===== config.mk =====
export PLATFORM = sky130hd
export DESIGN_NAME = seq_multiplier
export DESIGN_NICKNAME = d
export VERILOG_FILES = /design/src/rtl/seq_multiplier.sv
export SDC_FILE = /design/constraint.sdc
export NUM_CORES = 1
export LEC_CHECK = 0
export BUFFER_PORTS_ARGS = -buffer_cell sky130_fd_sc_hd__buf_2
export CORE_AREA = 2 2 91 93
export CTS_BUF_LIST = sky130_fd_sc_hd__clkbuf_8
export DETAILED_ROUTE_END_ITERATION = 16
export DIE_AREA = 0 0 93 95
export GPL_TIMING_DRIVEN = 1
export PLACE_DENSITY_LB_ADDON = 0.1
export SKIP_LAST_GASP = 1
export SLEW_MARGIN = 0
export SYNTH_ARGS = -nofsm -noshare
export SYNTH_HDL_FRONTEND = slang
export SYNTH_SLANG_ARGS = --single-unit

===== constraint.sdc =====
create_clock -name clk -period 3.15 [get_ports clk]
set_input_delay 0 -clock clk [delete_from_list [all_inputs] [get_ports clk]]
set_output_delay 0 -clock clk [all_outputs]
set_load 0.01 [all_outputs]

===== src/rtl/seq_multiplier.sv =====
// Iterative shift-add multiplier: retires R multiplier bits per RUN cycle and
// returns a full 2N-bit product, signed or unsigned per transaction.
module seq_multiplier #(
  parameter int N = 8,
  parameter int R = 1
) (
  input  logic             clk,
  input  logic             rst_n,
  input  logic             in_valid,
  output logic             in_ready,
  input  logic [N-1:0]     a,
  input  logic [N-1:0]     b,
  input  logic             is_signed,
  output logic             out_valid,
  input  logic             out_ready,
  output logic [2*N-1:0]   p,
  output logic             busy
);

  // state | meaning
  // IDLE  | waiting for operands, in_ready high
  // RUN   | accumulating R partial products per cycle
  // DONE  | product held on p until out_ready

  localparam int STEPS = N / R;
  localparam int CW = $clog2(STEPS + 1);
  localparam logic [CW-1:0] LAST = CW'(STEPS - 1);

  typedef enum logic [1:0] {
    IDLE = 2'd0,
    RUN  = 2'd1,
    DONE = 2'd2
  } state_t;

  state_t state, state_nxt;

  logic [2*N-1:0] acc;
  logic [2*N-1:0] a_sh;
  logic [2*N-1:0] sum;
  logic [N-1:0]   b_reg;
  logic [N-1:0]   mag_a;
  logic [N-1:0]   mag_b;
  logic [CW-1:0]  cnt;
  logic           neg;
  logic           last;

  // Magnitude of -2^(N-1) wraps to 2^(N-1), which still fits in N unsigned bits.
  assign mag_a = (is_signed && a[N-1]) ? -a : a;
  assign mag_b = (is_signed && b[N-1]) ? -b : b;
  assign last  = (cnt == LAST);

  // a_sh tracks mag_a << (cnt*R), so each term only needs a fixed shift by j.
  always_comb begin
    sum = acc;
    for (int j = 0; j < R; j++) begin
      if (b_reg[j]) sum = sum + (a_sh << j);
    end
  end

  always_ff @(posedge clk or negedge rst_n) begin
    if (!rst_n) state <= IDLE;
    else        state <= state_nxt;
  end

  always_comb begin
    state_nxt = state;
    case (state)
      IDLE:    if (in_valid) state_nxt = RUN;
      RUN:     if (last)     state_nxt = DONE;
      DONE:    if (out_ready) state_nxt = IDLE;
      default: state_nxt = IDLE;
    endcase
  end

  always_ff @(posedge clk or negedge rst_n) begin
    if (!rst_n) begin
      acc   <= '0;
      a_sh  <= '0;
      b_reg <= '0;
      cnt   <= '0;
      neg   <= 1'b0;
      p     <= '0;
    end else begin
      case (state)
        IDLE: begin
          if (in_valid) begin
            acc   <= '0;
            cnt   <= '0;
            a_sh  <= {{N{1'b0}}, mag_a};
            b_reg <= mag_b;
            neg   <= is_signed & (a[N-1] ^ b[N-1]);
          end
        end
        RUN: begin
          acc   <= sum;
          a_sh  <= a_sh << R;
          b_reg <= b_reg >> R;
          cnt   <= cnt + CW'(1);
          if (last) p <= neg ? -sum : sum;
        end
        default: ;
      endcase
    end
  end

  assign in_ready  = (state == IDLE);
  assign out_valid = (state == DONE);
  assign busy      = (state != IDLE);

endmodule


Word-level counts from Yosys, hierarchy flattened. Index checks and enable logic that the tools add are counted.

Register bits after elaboration: 63. Bits in latches: 0. Memory bits (writable): 0. Memory bits (read-only): 0. Input port bits: 21. Output and inout bits: 19. Memories: 0.

$add $sub $neg: 5. $mul: 0. Divide/modulo/power cells: 0. Magnitude comparators: 0. Equal/unequal tests: 6. Shift operators: 0. Muxes and demuxes: 16. Bitwise gates (word level): 2. Reductions and logical operators: 9.

Operator list (number): 16-bit 2-to-1 mux (4); 16-bit case mux with 2 select lines (2); 8-bit 2-to-1 mux (3); 16-bit adder (1); 16-bit negation (1); 8-bit negation (2); 8-bit case mux with 2 select lines (1); 4-bit case mux with 2 select lines (1); 2-bit 2-to-1 mux (3); 2-bit case mux with 3 select lines (1); 2-bit AND reduction (3); 4-bit by 1-bit adder with 4-bit output (second input constant) (1); 4-bit by 3-bit == test with 1-bit output (second input constant) (1); 4-bit 2-to-1 mux (1); 2-bit inequality test (second input constant) (2); 2-bit nonzero test (2); 3-bit AND reduction (1); 2-bit by 1-bit == test with 1-bit output (second input constant) (1); 2-bit == test (second input constant) (1); 1-bit logical AND (2); 2-bit zero test (1); 2-bit by 1-bit inequality test with 1-bit output (second input constant) (1); 1-bit AND (1); 1-bit XOR (1).

Depth between registers and ports, before layout.
Depth in word-level cells: 4. Depth in mapped cells: 11. Depth with buffers taken out: 11.

Least setup slack after synthesis. Ideal clock, no wire load.

Path type: flip-flop to flip-flop. Start point: reg acc[0]. End point: reg p[15]. Setup time: 0.121 ns. Arrival time: 2.833 ns. Data required time: 3.029 ns. Path slack: 0.196 ns. Cell stages (with the launch flop): 12. Buffers on the path: 0. Cell sequence: dfrtp_1 > ha_1 > fa_1 > a21o_1 > a221o_2 > a221oi_2 > xnor2_1 > mux2i_1 > nand4_2 > o41ai_2 > xnor2_1 > o21ai_1.

Longest elaborated chain between the ends: 4.

RTL lines: start, declared (line 37) `logic [2*N-1:0] acc;`; start signal, assigned (line 95) `acc <= sum;`; 16-bit adder (line 56) `if (b_reg[j]) sum = sum + (a_sh << j);`; 16-bit 2-to-1 mux * (line 56); 16-bit negation (line 99) `if (last) p <= neg ? -sum : sum;`; 16-bit 2-to-1 mux * (line 99); end signal, assigned (line 99); end, declared (line 16) `output logic [2*N-1:0] p,`.

Every way passes the cells marked *; elsewhere a longest branch is shown, timed or not. A chain may end at the register's enable or synchronous reset.

Final worst setup path.
Start point: reg a_sh[1]. End point: reg p[15].

Longest elaborated chain between the ends: 4.

RTL lines: start, declared (line 38) `logic [2*N-1:0] a_sh;`; start signal, assigned (line 89) `a_sh <= {{N{1'b0}}, mag_a};`; start signal, assigned (line 96) `a_sh <= a_sh << R;`; 16-bit adder * (line 56); 16-bit 2-to-1 mux * (line 56); 16-bit negation (line 99); 16-bit 2-to-1 mux * (line 99).

Marked as above.

==> flow_summary_export.csv <==
group,metric,value,unit
critical_path,required,3340,ps
cts,cts_tree,"done",
cts,clock_latency,350,ps
cts,clk_pin_slew_worst_paths,70,ps
die,rows,33,
critical_path,critPathLaunchType,"flop",
routing,drc_errors,0,
logic_synthesis,synthTopCellsByCount,"o21ai_0 (68), nand2_1 (64), dfrtp_1 (63)",
layout,final_area,4720,µm²
power_and_ir_drop,p_int,3.00,mW
power_and_ir_drop,vdd_drop_max,0.546,mV
power_and_ir_drop,switching_share,43.3,%
cts,cts_buffers,9,
global_routing,antenna_found_initial,0,
timing,slew_violations,0,
routing,routed_via_density,5.34,
logic_synthesis,synth_top_area_share,40.8,%
placement,gp_congestion,0.833,
timing,setup_viol,1,
critical_path,critical-path-top-delay-family,"compound AO/OA/AOI/OAI gates",
die,start_util,48.8,%
layout,nNetsFinal,547,
timing,fin_crit_sh,100,%
timing,fmax,0.317,GHz
global_routing,first_global_vias,3178,
logic_synthesis,async_flop_share,100,%
critical_path,cp_num_buf_inv,0,
critical_path,worstPathMaxFanout,5,
logic_synthesis,seq_area_frac_synth,40.8,%
logic_synthesis,synth_top_area_cell,"dfrtp_1",
die,core_area,7930,µm²
die,dieArea,8840,µm²
layout,diodes,0,
routing,ant_nets,0,
placement,dp_hpwl,6120,µm
timing,setup_ws,-0.737,ps
logic_synthesis,post-synth-top-count-cell,"o21ai_0",
global_routing,grt_pass1_wl,14900,µm
power_and_ir_drop,leakage,2.17,nW
critical_path,critPathKind,"reg2reg",
layout,top_regs,"a_sh x16, acc x16, p x16",
worst_hold_path,hold_path_class,"in2reg",
die,ios,40,
power_and_ir_drop,p_switching,2.29,mW
critical_path,cp_data_arrival_time,3340,ps
placement,dpl-instance-area,4260,µm²
timing,skew,12.2,ps
power_and_ir_drop,cellPowerDensity,1120,nW/µm²
power_and_ir_drop,pwr-share-seq,27.4,%
cts,clk_path_buf_depth,2,
layout,drive_gt1_share,18.6,%
die,die_w,93,µm
timing,max_slew_margin,30.5,%
routing,vias,3290,
global_routing,grt_overflow_total,0,
cts,cts_root_buf,"clkbuf_8",
logic_synthesis,synth.area.top_cells,"dfrtp_1 (41%), o21ai_0 (8.8%), xnor2_1 (6.6%)",
run,drv_cap,0,
routing,wirelength,8690,µm
logic_synthesis,ys_ff_latch,63,
global_routing,grt.total_usage,21.4,%
power_and_ir_drop,clkPwrFrac,15.0,%
logic_synthesis,ys_types,54,
critical_path,slowest_stage,"dfrtp_1",
timing,grt_setup_unrepaired,"true",
timing,setup_tns,-0.737,ps
cts,htreeDepth,3,
timing,hold_viol,0,
die,die_h,95,µm
logic_synthesis,synth-main-ff-cell,"dfrtp_1",
layout,final_core_util,59.6,%
power_and_ir_drop,combPwrFrac,57.7,%
routing,dr.pass1.iters,4,
cts,cts.sinks,63,
logic_synthesis,synth_fp_nets,475,
status,status,"complete, but fails checks",
routing,wire_per_inst,14.1,µm
placement,io_buffers,39,
routing,drt_iter0_drc,180,
critical_path,crit_path_cell_trace,"ha_1, a21o_1, and4_2, o211a_1, or3_4, a311oi_4, nand4_2, o41ai_4, xnor2_1, o21ai_1",
logic_synthesis,yosysWarnings,0,
logic_synthesis,avgSynthCellArea,8.91,µm²
critical_path,worst_setup_path_end_kind,"flop",
timing,worstMarginPinSlew,1040,ps
layout,syn_to_final_growth,22.1,%
global_routing,grt_max_degree,34,
critical_path,slowest_delay,450,ps
logic_synthesis,synth_edf_count,0,
timing,finalWorstPathRequiredPeriod,3150,ps
logic_synthesis,syn-instance-count,434,
logic_synthesis,synth_area,3870,µm²
status,violations,"negative setup slack",
[through the flow]
step | cells | power, mW | hold WS, ps | setup slack (ps)
final | 616 | 5.29 | 12.6 | -0.737
after global routing | 616 | 5.80 | 35.7 | -182
after CTS | 613 | 5.23 | 1.08 | 10.1
after detailed placement | 578 | 4.40 | 113 | -9.65
after global placement | 578 | 4.34 | 98.4 | 71.4
after floorplan | 434 | 3.52 | -296 | 196
[worst register-to-register path, stage by stage, from the launching register on]
cell	delay, ps
dfrtp_1	450
ha_1	310
a21o_1	170
and4_2	260
o211a_1	230
or3_4	390
a311oi_4	370
nand4_2	210
o41ai_4	380
xnor2_1	160
o21ai_1	80
[cells by family after synthesis]
kind of cell / share of synthesized area [%]
compound gates: 22.8
xor+xnor: 7.70
fa+ha+maj: 6.67
buf+inv: 3.43
flops: 40.8
mux: 2.07
simple gates: 16.5
[area by class of cell]
class | instances | area (µm²)
clock buffers | 9 | 124
clock inverters | 7 | 97.6
fillers | 746 | 3210
inverters | 10 | 37.5
multi-input cells | 340 | 2190
flip-flops and latches | 63 | 1580
well taps | 105 | 131
repair buffers | 82 | 566
[layout by cell type, fill, tap and decap left out, types with 2 or more instances in the layout]
master | synthesis | routed
nand2b_1 | 3 | 3
xnor2_1 | 29 | 29
a31oi_1 | 7 | 7
dlygate4sd3_1 | 0 | 19
nor2_1 | 18 | 18
a22oi_1 | 13 | 13
buf_4 | 2 | 24
buf_2 | 1 | 39
o21ai_0 | 68 | 68
o211ai_1 | 2 | 2
and3_1 | 4 | 4
clkinvlp_4 | 0 | 2
inv_1 | 9 | 9
a21oi_1 | 19 | 19
clkinv_4 | 0 | 2
bufinv_16 | 0 | 2
and2_1 | 3 | 3
o21ai_1 | 2 | 2
nand3_1 | 26 | 26
nand2_1 | 64 | 64
nor3_1 | 5 | 5
mux2i_1 | 8 | 8
nor2b_1 | 4 | 4
xor2_1 | 5 | 5
dfrtp_1 | 63 | 63
clkbuf_8 | 0 | 9
a211oi_1 | 4 | 4
or3_1 | 3 | 3
a2111oi_0 | 2 | 2
a21o_1 | 7 | 7
ha_1 | 19 | 18
[metal layers]
metal / vias up / share of wire, % / global-route usage [%]
li1: 1708 / - / -
met1: 1509 / 50 / 28.2
met2: 61 / 46 / 36.1
met3: 12 / 3.0 / 2.95
met4: 0 / 1.6 / 7.97
met5: - / 0 / 0
[path summary, 6_finish.rpt]
| path | from | to | slack (ps) | cells past startpoint |
|---|---|---|---|---|
| worst max register to register | a_sh[1] | p[15] | -0.7 | 10 |
| min in group asynchronous | rst_n | p[2] | 250 | 2 |
| max in group asynchronous | rst_n | a_sh[10] | 2010 | 3 |
| worst max-delay path | a_sh[1] | p[15] | -0.7 | 10 |
| worst min-delay path | a[0] | a_sh[0] | 10 | 3 |
| worst min register to register | p[6] | p[6] | 470 | 2 |
[timing repair]
item | in CTS | in global routing
resized for setup | 1 | 4
setup buffers | 0 | 3
endpoints found under the setup margin | 1 | 6
hold endpoints to repair | 47 | 0
hold buffers | 19 | 0
pin swaps | 2 | 5
[power by group through the flow]
stage	Combinational (mW)	Clock (mW)	Sequential, mW
floorplan	2.12	0	1.40
global placement	2.90	0	1.44
detailed placement	2.95	0	1.45
CTS	2.99	0.803	1.44
global route	3.46	0.843	1.50
finish	3.05	0.791	1.45
(Power assumes the default switching activity.)
